<file path="src/rtl/cpu_defs.sv">
// rtl/cpu_defs.sv - shared CPU widths, constants and the instruction-queue entry type
package cpu_defs;

    localparam int InstSize = 32;
    localparam int REGSize  = 32;

    localparam logic one  = 1'b1;
    localparam logic zero = 1'b0;

    // One fetched instruction together with its PC.
    typedef struct packed {
        logic [InstSize-1:0] inst;
        logic [REGSize-1:0]  pc;
    } iq_entry_t;

endpackage

</file>
<file path="src/rtl/inst_queue_if.sv">
// rtl/inst_queue_if.sv - fetch-side and decode-side handshake bundle of the instruction queue
// Fetch side : if_valid/if_inst/if_pc in, IQ_isfull back-pressure out.
// Decode side: dec_ready in, iq_valid/iq_inst/iq_pc head entry out, iq_count occupancy out.
// slave is the queue's view, master is the view of the fetch/decode pair driving it.
interface inst_queue_if
    import cpu_defs::*;
#(
    parameter int INST_W = InstSize,
    parameter int PC_W   = REGSize,
    parameter int CNT_W  = 5
) ();

    logic              if_valid;
    logic [INST_W-1:0] if_inst;
    logic [PC_W-1:0]   if_pc;
    logic              IQ_isfull;

    logic              dec_ready;
    logic              iq_valid;
    logic [INST_W-1:0] iq_inst;
    logic [PC_W-1:0]   iq_pc;
    logic [CNT_W-1:0]  iq_count;

    modport slave (
        input  if_valid, if_inst, if_pc, dec_ready,
        output IQ_isfull, iq_valid, iq_inst, iq_pc, iq_count
    );

    modport master (
        output if_valid, if_inst, if_pc, dec_ready,
        input  IQ_isfull, iq_valid, iq_inst, iq_pc, iq_count
    );

endinterface

</file>
<file path="src/rtl/iq_ram.sv">
// rtl/iq_ram.sv - DEPTH x WIDTH storage, one synchronous write port, one asynchronous read port
// Ports: clk_in, we/waddr/wdata write port, raddr in, rdata out (combinational).
module iq_ram #(
    parameter int DEPTH = 16,
    parameter int WIDTH = 64,
    parameter int PTR_W = $clog2(DEPTH)
) (
    input  logic             clk_in,
    input  logic             we,
    input  logic [PTR_W-1:0] waddr,
    input  logic [WIDTH-1:0] wdata,
    input  logic [PTR_W-1:0] raddr,
    output logic [WIDTH-1:0] rdata
);

    logic [WIDTH-1:0] mem [DEPTH];

    // Contents are never cleared; occupancy tracking decides what is meaningful.
    always_ff @(posedge clk_in) begin
        if (we) begin
            mem[waddr] <= wdata;
        end
    end

    assign rdata = mem[raddr];

endmodule

</file>
<file path="src/rtl/inst_queue.sv">
// rtl/inst_queue.sv - circular instruction FIFO between fetch and decode with ROB flush
// Ports: clk_in clock, rst_in async active-low reset, rdy_in global enable,
//        commit_en flush, q fetch/decode handshake bundle (slave view).
// DEPTH must be a power of two and at least 4 so the pointers wrap for free.
module inst_queue
    import cpu_defs::*;
#(
    parameter int DEPTH  = 16,
    parameter int INST_W = InstSize,
    parameter int PC_W   = REGSize
) (
    input  logic          clk_in,
    input  logic          rst_in,
    input  logic          rdy_in,
    input  logic          commit_en,
    inst_queue_if.slave   q
);

    localparam int PTR_W = $clog2(DEPTH);
    localparam int CNT_W = PTR_W + 1;
    localparam int ENT_W = INST_W + PC_W;

    localparam logic [CNT_W-1:0] CNT_FULL   = CNT_W'(DEPTH);
    localparam logic [CNT_W-1:0] CNT_ALMOST = CNT_W'(DEPTH - 1);

    logic [PTR_W-1:0] head_q, head_d;
    logic [PTR_W-1:0] tail_q, tail_d;
    logic [CNT_W-1:0] count_q, count_d;

    logic             active;
    logic             flush;
    logic             push;
    logic             pop;
    logic [ENT_W-1:0] rdata;

    assign active = rdy_in && !commit_en;
    assign flush  = rdy_in && commit_en;
    assign pop    = active && (count_q != '0) && q.dec_ready;
    // A full queue still accepts a push when the head leaves in the same cycle.
    assign push   = active && q.if_valid && ((count_q != CNT_FULL) || pop);

    always_comb begin
        head_d  = head_q;
        tail_d  = tail_q;
        count_d = count_q;
        if (flush) begin
            head_d  = '0;
            tail_d  = '0;
            count_d = '0;
        end else begin
            if (push) begin
                tail_d = tail_q + PTR_W'(1);
            end
            if (pop) begin
                head_d = head_q + PTR_W'(1);
            end
            count_d = count_q + {{PTR_W{zero}}, push} - {{PTR_W{zero}}, pop};
        end
    end

    always_ff @(posedge clk_in or negedge rst_in) begin
        if (!rst_in) begin
            head_q  <= '0;
            tail_q  <= '0;
            count_q <= '0;
        end else begin
            head_q  <= head_d;
            tail_q  <= tail_d;
            count_q <= count_d;
        end
    end

    iq_ram #(
        .DEPTH (DEPTH),
        .WIDTH (ENT_W),
        .PTR_W (PTR_W)
    ) u_ram (
        .clk_in (clk_in),
        .we     (push),
        .waddr  (tail_q),
        .wdata  ({q.if_inst, q.if_pc}),
        .raddr  (head_q),
        .rdata  (rdata)
    );

    // First-word fall-through: the head entry is always on the outputs.
    assign q.iq_valid  = (count_q != '0);
    assign q.iq_inst   = rdata[ENT_W-1:PC_W];
    assign q.iq_pc     = rdata[PC_W-1:0];
    assign q.iq_count  = count_q;
    // Asserted one entry early so the instruction fetch already holds still fits.
    assign q.IQ_isfull = (count_q >= CNT_ALMOST);

    // Fetch ignored back-pressure: the entry is lost.
    always @(posedge clk_in) begin
        if (rst_in && active) begin
            assert (!(q.if_valid && (count_q == CNT_FULL) && !pop))
                else $warning("inst_queue: push dropped while queue full");
        end
    end

endmodule

</file>
<file path="src/flat_wrapper.sv">
// flat-port wrapper written by rule: the top's interface ports become plain ports
module inst_queue_flat import cpu_defs::*;
#(
    parameter int DEPTH  = 16,
    parameter int INST_W = InstSize,
    parameter int PC_W   = REGSize
)
  (clk_in, rst_in, rdy_in, commit_en, q_if_valid, q_if_inst, q_if_pc, q_dec_ready, q_IQ_isfull, q_iq_valid, q_iq_inst, q_iq_pc, q_iq_count);
  inst_queue_if #(.INST_W(INST_W), .PC_W(PC_W), .CNT_W((5))) q_i ();
  input  logic clk_in;
  input  logic rst_in;
  input  logic rdy_in;
  input  logic commit_en;
  input wire logic [$bits(q_i.if_valid)-1:0] q_if_valid;
  input wire logic [$bits(q_i.if_inst)-1:0] q_if_inst;
  input wire logic [$bits(q_i.if_pc)-1:0] q_if_pc;
  input wire logic [$bits(q_i.dec_ready)-1:0] q_dec_ready;
  output wire logic [$bits(q_i.IQ_isfull)-1:0] q_IQ_isfull;
  output wire logic [$bits(q_i.iq_valid)-1:0] q_iq_valid;
  output wire logic [$bits(q_i.iq_inst)-1:0] q_iq_inst;
  output wire logic [$bits(q_i.iq_pc)-1:0] q_iq_pc;
  output wire logic [$bits(q_i.iq_count)-1:0] q_iq_count;
  assign q_i.if_valid = q_if_valid;
  assign q_i.if_inst = q_if_inst;
  assign q_i.if_pc = q_if_pc;
  assign q_i.dec_ready = q_dec_ready;
  assign q_IQ_isfull = q_i.IQ_isfull;
  assign q_iq_valid = q_i.iq_valid;
  assign q_iq_inst = q_i.iq_inst;
  assign q_iq_pc = q_i.iq_pc;
  assign q_iq_count = q_i.iq_count;
  inst_queue #(.DEPTH(DEPTH), .INST_W(INST_W), .PC_W(PC_W)) u_core (.clk_in(clk_in), .rst_in(rst_in), .rdy_in(rdy_in), .commit_en(commit_en), .q(q_i));
endmodule
</file>
<file path="config.mk">
export PLATFORM = sky130hd
export DESIGN_NAME = inst_queue_flat
export DESIGN_NICKNAME = d
export VERILOG_FILES = /design/src/rtl/cpu_defs.sv /design/src/rtl/inst_queue_if.sv /design/src/rtl/iq_ram.sv /design/src/rtl/inst_queue.sv /design/src/flat_wrapper.sv
export SDC_FILE = /design/constraint.sdc
export NUM_CORES = 1
export LEC_CHECK = 0
export BUFFER_PORTS_ARGS = -buffer_cell sky130_fd_sc_hd__buf_4
export CELL_PAD_IN_SITES_DETAIL_PLACEMENT = 1
export CELL_PAD_IN_SITES_GLOBAL_PLACEMENT = 2
export CORE_MARGIN = 2
export CORE_UTILIZATION = 49
export CTS_CLUSTER_SIZE = 24
export DETAILED_ROUTE_END_ITERATION = 10
export PLACE_DENSITY_LB_ADDON = 0.05
export REMOVE_ABC_BUFFERS = 1
export SYNTH_ARGS = -nofsm -noshare
export SYNTH_HDL_FRONTEND = slang
export SYNTH_SLANG_ARGS = --single-unit
</file>
<file path="constraint.sdc">
create_clock -name clk_in -period 8.3 [get_ports clk_in]
set_clock_uncertainty 0.1 [all_clocks]
set_input_delay 1.245 -clock clk_in [delete_from_list [all_inputs] [get_ports clk_in]]
set_output_delay 1.245 -clock clk_in [all_outputs]
set_load 0.005 [all_outputs]
</file>
==> summary.txt, run 1 <==
Run status
  – Status: completed

Route
  – Vias per cell: 6.06
  – Highest routed layer: met5
  – WL per Instance: 29.6 um
  – Initial DRC Count: 1760
  – Vias: ~20000
  – DRT Pass-1 Iters: 5
  – Met2 wire len: roughly 47 mm
  – Met3 wire len: 4.75 mm
  – Final antenna-violating net count: 0
  – DRC: 0
  – M1 wire length: 43.4 mm
  – Overall routed net length: 97.0 mm

Synthesis
  – Biggest area consumer among synthesized cells: edfxtp_1
  – Post-synthesis cell area: approximately 0.040 sq mm
  – Most frequent cell after synthesis: edfxtp_1
  – Seq cells post-synth: 1037
  – Post-synth top area share: 76.8%
  – Post-synthesis async set-or-reset flop share: 1.25%
  – Post-synth cell types: 38
  – Ys flop type: edfxtp_1
  – Cells after Synth: 1950
  – Sequential-to-total area share from yosys stat: approximately 78%
  – Synth Warn #: 0
  – Number of synthesized flops with an enable pin: 1024
  – Synthesized area per cell: 20.5 sq um
  – Synth top area cells: edfxtp_1 77%, mux4_2 7.2%, mux2i_1 6.4%
  – Post-synth top cells: 1024 x edfxtp_1, 258 x mux2i_1, 128 x a221oi_1, 128 x mux4_2

Die
  – Die area: 0.0840 sq mm
  – Site Rows: approximately 100
  – IO Pins: 141
  – Die Width: 290 um
  – Die height: 290 um
  – Initial Util: around half
  – Core area: 0.0807 sq mm

Job
  – Max-cap violations: 0

Layout
  – Share of cells above drive strength 1: a little over a fifth
  – Syn-to-layout area delta: 13.5%
  – Nets: roughly 2200
  – Register Area: 0.0311 sq mm
  – Final Instance Area: 0.0454 sq mm
  – Fillers: about 7000
  – Multi-input combinational cell area: 0.00831 sq mm

Clock network
  – CTS buffer count: 106
  – Clk_lat worst skew: between 600 and 700 ps
  – H-tree levels: 3
  – Clock sink total: just over 1000
  – CTS clk-pin slew, worst paths: 60 ps
  – Post-CTS sizing: 0
  – Number of hold buffers added after CTS: 0
  – Postcts setup bufs: 0
  – CTS Buffer Depth: 3
  – CTS tree: done
  – Clk root buf: clkbuf_16

Global route
  – Largest net degree at the start of global routing: 114
  – Total grt overflow: 0
  – GRT Overall Usage: 23.2%
  – Vias in the first global route: 21400
  – Global-route wire length before repair: 144 mm
  – Initial antenna violation count: 4

Placement
  – IO buf count: 140
  – Final HPWL DP: a little under 50 mm
  – Placed Instance Area: 0.0422 sq mm
  – GP Congestion: ~0.7

STA
  – Unrepaired setup endpoints after global routing: no
  – Final Hold Viols: 0
  – Relative slew slack: 22.3%
  – Setup-failing EPs final: 0
  – Hold Slack: between 300 and 400 ps
  – Fmax: 0.177 GHz
  – Setup TNS: 0 ps
  – Slew @ Worst Pin: 1170 ps
  – Slew Limit Fails: 0
  – Tmin final: 5660 ps
  – Final period util: between 60% and 70%

Setup path
  – CP Class: reg -> out
  – CP peak stage delay: 780 ps
  – Worst-path cell chain: buf_4 -> and2_4 -> buf_4 -> a221oi_1 -> a22oi_1 -> nand2_1 -> buf_4
  – Most frequent CP cell: buf_4
  – Crit path from: u_core.head_q[2]$_DFFE_PN0P_
  – Crit-path max FO: 62
  – CP max stage cell: buf_4
  – Req. time, crit path: between 6000 and 7000 ps
  – CP Data Arrival Time: roughly 4300 ps
  – Worst setup SP type: flip-flop
  – Crit. End Element: output port
  – Reg2Reg Launch Point: u_core.q.iq_count[2]$_DFF_PN0_

Pwr
  – Pleak: between 10 and 15 nW
  – Worst vdd ir: approximately 0.17 mV
  – Cell area power density: 264 mW/mm^2

Worst hold path
  – Min-delay worst type: in -> async
worst paths after layout:
kind                                                 endpoint  slack [ps]  cells after the start
hold reg to reg                  u_core.tail_q[2]$_DFFE_PN0P_         540                      2
max in group asynchronous        u_core.head_q[0]$_DFFE_PN0P_        7570                      1
min in group clk_in              u_core.tail_q[2]$_DFFE_PN0P_         540                      2
hold / removal                   u_core.tail_q[2]$_DFFE_PN0P_         330                      1
setup reg to reg           u_core.u_ram.mem[11][59]$_DFFE_PP_        4270                      8
setup / recovery                                 q_iq_inst[1]        2640                      7
worst max-delay path: cells and delay by family (launching register included):
family,cells,cell delay [ps]
buffers and inverters,3,1690
AND/OR/NAND/NOR,2,760
flip-flops,1,610
AO/OA/AOI/OAI,2,460
layout make-up:
class                      count  share of cell area, %
tap                         1060                   2.92
clock inverter                61                  0.892
clock buffer                 130                   6.22
sequential                  1037                   68.4
antenna                        4                 0.0220
timing repair buffer         183                   3.11
inverter                      16                  0.135
multi-input combinational    786                   18.3
layer usage:
| layer | GRT usage [%] | vias up |
|---|---|---|
| met5 | 0 | - |
| met4 | 5.83 | 2 |
| met3 | 3.09 | 113 |
| met2 | 37.4 | 519 |
| met1 | 33.9 | 10700 |
| li1 | - | 8524 |
flip-flops by register name (all words and copies together), names as in the netlist:
signal             flops
u_core.tail_q          4
u_core.u_ram.mem    1024
u_core.q.iq_count      5
u_core.head_q          4
kinds of logic after synthesis:
group,share of synthesized area (%)
adders and majority gates,0.487
and+or+nand+nor,1.24
muxes,13.6
xor gates and xnor gates,0.153
buffers and inverters,1.89
DFF,77.6
AOI/OAI and AO/OA,4.97
metrics by stage:
step	std cells	util, %	total power [mW]	worst slack, ps
global placement	3082	52.3	7.62	3370
CTS	3273	56.3	12.1	2590
floorplan	1839	-	7.88	-7090
global route	3276	56.3	12.4	2460
detailed placement	3082	52.3	7.65	3320
finish	3277	56.3	12.0	2640
where the power goes:
group	total [mW]	internal [mW]	switching, mW
clock network	4.48	2.55	1.93
registers	5.87	5.81	0.0661
logic	1.64	0.807	0.831
total	12.0	9.17	2.83
layout by cell type, fill, tap and decap left out, types with 2 or more instances in the layout:
cell type,Yosys,final
a21oi_1,3,3
a221oi_1,128,128
a22oi_1,65,65
and2_4,0,5
and3_1,2,2
buf_12,0,3
buf_4,14,180
bufinv_16,0,5
clkbuf_1,40,20
clkbuf_16,0,110
clkinv_1,0,31
clkinv_2,0,24
dfrtp_1,13,9
dfrtp_4,0,4
diode_2,0,4
edfxtp_1,1024,1024
ha_1,14,14
inv_1,16,15
mux2i_1,258,258
mux4_2,128,128
nand2_1,65,65
nand2b_1,2,2
nor2_1,18,10
nor2_4,0,8
nor2b_1,3,2
nor3_1,6,2
nor3_2,0,4
o211ai_1,2,2
o21a_1,2,2
o21ai_0,65,65
xnor2_1,5,5
xor2_1,2,2
(Power assumes the default switching activity.)
==> run 2: changes to the inputs <==
clock period = 5.5 ns   (was 8.3 ns; I/O delays follow)
==> summary.txt, run 2 (synthesized netlist as in run 1, its figures left out) <==
Die
  – Core area: 0.0807 sq mm (unchanged)
  – Die height: 290 um (unchanged)
  – Die area: 0.0840 sq mm (unchanged)
  – Die Width: 290 um (unchanged)
  – IO Pins: 141 (unchanged)
  – Initial Util: 49.6% (unchanged)
  – Site Rows: 104 (unchanged)

Clock network
  – Post-CTS sizing: 0 (unchanged)
  – CTS buffer count: 107 (was 106)
  – Clk root buf: clkbuf_16 (unchanged)
  – Clk_lat worst skew: 650 ps (was 660 ps)
  – CTS clk-pin slew, worst paths: 60 ps (about the same)
  – CTS Buffer Depth: 3 (unchanged)
  – Clock sink total: 1037 (unchanged)
  – H-tree levels: 3 (unchanged)
  – CTS tree: done (unchanged)

Global route
  – Vias in the first global route: 21500 (was 21400)
  – Total grt overflow: 0 (unchanged)
  – GRT Overall Usage: 23.7% (was 23.2%)
  – Largest net degree at the start of global routing: 89 (was 114)
  – Initial antenna violation count: 2 (was 4)
  – Global-route wire length before repair: 146 mm (was 144 mm)

STA
  – Fmax: 0.226 GHz
  – Slew @ Worst Pin: 1210 ps (was 1170 ps)
  – Setup-failing EPs final: 0 (unchanged)
  – Hold Slack: 370 ps (was 328 ps)
  – Tmin final: 4420 ps
  – Relative slew slack: 19.0% (was 22.3%)
  – Slew Limit Fails: 0 (unchanged)
  – Final period util: 80.4%
  – Final Hold Viols: 0 (unchanged)
  – Unrepaired setup endpoints after global routing: no (unchanged)

Layout
  – Largest register FFs: 1024 (unchanged)
  – Commonest non-fill, non-tap cell in the layout: edfxtp_1 (unchanged)
  – Nets: 2224 (was 2215)
  – Final Util: 56.9% (was 56.3%)
  – Most frequent cells in the layout: 1024 x edfxtp_1, 258 x mux2i_1, 174 x buf_4 (was 1024 x edfxtp_1, 258 x mux2i_1, 180 x buf_4)
  – Share of cells above drive strength 1: 22.1% (was 21.5%)
  – Syn-to-layout area delta: 14.7% (was 13.5%)
  – Largest Register: u_core.u_ram.mem (unchanged)

Setup path
  – Worst setup SP type: flip-flop (unchanged)
  – CP max stage cell: dfrtp_4 (was buf_4)
  – Critical Path Stages: 6 (was 7)
  – CP Data Arrival Time: 3500 ps (was 4320 ps)
  – Reg2Reg Depth: 7 (was 8)
  – Req. time, crit path: 4580 ps (was 6950 ps)
  – CP Class: reg -> out (unchanged)
  – CP Buf/Inv Count: 3 (unchanged)
  – Most frequent CP cell: buf_4 (unchanged)
  – CP peak stage delay: 700 ps (was 780 ps)
  – Worst-path cell chain: clkinv_2 -> buf_4 -> a221oi_1 -> o21ai_0 -> nand2_1 -> buf_4 (was buf_4 -> and2_4 -> buf_4 -> a221oi_1 -> a22oi_1 -> nand2_1 -> buf_4)
  – Crit path max-delay family: buffers and inverters (unchanged)
  – Crit-path max FO: 30 (was 62)
  – Crit. End Element: output port (unchanged)

Route
  – Vias per cell: 6.08 (was 6.06)
  – Overall routed net length: 98.5 mm (was 97.0 mm)
  – Vias: 20000 (was 19800)
  – Final antenna-violating net count: 0 (unchanged)
  – Initial DRC Count: 1553 (was 1760)
  – DRT Pass-1 Iters: 5 (unchanged)
  – WL per Instance: 30.0 um (was 29.6 um)
  – DRC: 0 (unchanged)

Pwr
  – Worst vdd ir: 0.319 mV (was 0.174 mV)
  – Cell area power density: 405 mW/mm^2 (was 264 mW/mm^2)
  – Tot Pwr: 18.6 mW (was 12.0 mW)
  – Pleak: 14.6 nW (was 14.4 nW)

Job
  – Max-cap violations: 0 (unchanged)

Worst hold path
  – Min-delay worst type: in -> reg (was in -> async)
  – Worst Hold Depth: 1

Placement
  – GP Congestion: 0.720 (was 0.710)
  – IO buf count: 140 (unchanged)
  – Final HPWL DP: 49.3 mm (was 48.6 mm)

Run status
  – Status: completed (unchanged)
## run 2: cell count changes in the layout (fill, tap and decap cells not counted), sizes merged
cell and change:
dlygate4sd3 +1, clkbuf +4, bufinv +10, clkinv -17
inv +2, buf +7, clkinvlp +3, diode -2
## run 2: stage by stage
step                setup WS, ps  instance area [sq um]  setup TNS, ps  cells
floorplan                  -9470                  39300        -835660   1839
global placement            1830                  42400              0   3089
detailed placement          1800                  42400              0   3089
CTS                         1020                  45900              0   3283
global route                 952                  45900              0   3283
finish                      1080                  45900              0   3285
## run 2: worst paths after layout
check                                               start                                end  slack [ps]
setup / recovery             u_core.head_q[3]$_DFFE_PN0P_                         q_iq_pc[3]        1080
hold / removal                                q_if_pc[10]  u_core.u_ram.mem[8][10]$_DFFE_PP_         370
setup reg to reg           u_core.q.iq_count[2]$_DFF_PN0_  u_core.u_ram.mem[2][22]$_DFFE_PP_        2070
hold reg to reg              u_core.tail_q[1]$_DFFE_PN0P_       u_core.tail_q[1]$_DFFE_PN0P_         540
max in group asynchronous                          rst_in       u_core.head_q[3]$_DFFE_PN0P_        4640
min in group asynchronous                          rst_in     u_core.q.iq_count[3]$_DFF_PN0_         460
## run 2: what timing repair did
item,in CTS,in global routing
setup endpoints to repair,0,0
hold buffers,1,0
endpoints found under the hold margin,13,0
buffers inserted,0,0
## run 2: power by group
part	leakage (nW)	switching (mW)	internal, mW
combinational	3.53	1.27	1.24
clock	1.70	2.91	4.31
sequential	9.38	0.0981	8.76
total	14.6	4.28	14.3
## run 2: metal layers
metal / track usage [%] / up-vias / share of wire [%]
li1: - / 8541 / -
met4: 5.40 / 4 / 1.6
met1: 33.9 / 10800 / 45
met3: 3.42 / 116 / 4.4
met2: 38.9 / 476 / 49
met5: 0 / - / 0.026
## run 2: cell type report
| type | count | area, sq um |
|---|---|---|
| antenna | 2 | 5.00 |
| clock buffer | 134 | 2820 |
| multi-input combinational | 786 | 8310 |
| fill | 6941 | 34800 |
| tap | 1060 | 1330 |
| timing repair buffer | 191 | 1640 |
| clock inverter | 59 | 664 |
| sequential | 1037 | 31100 |
| inverter | 16 | 61.3 |
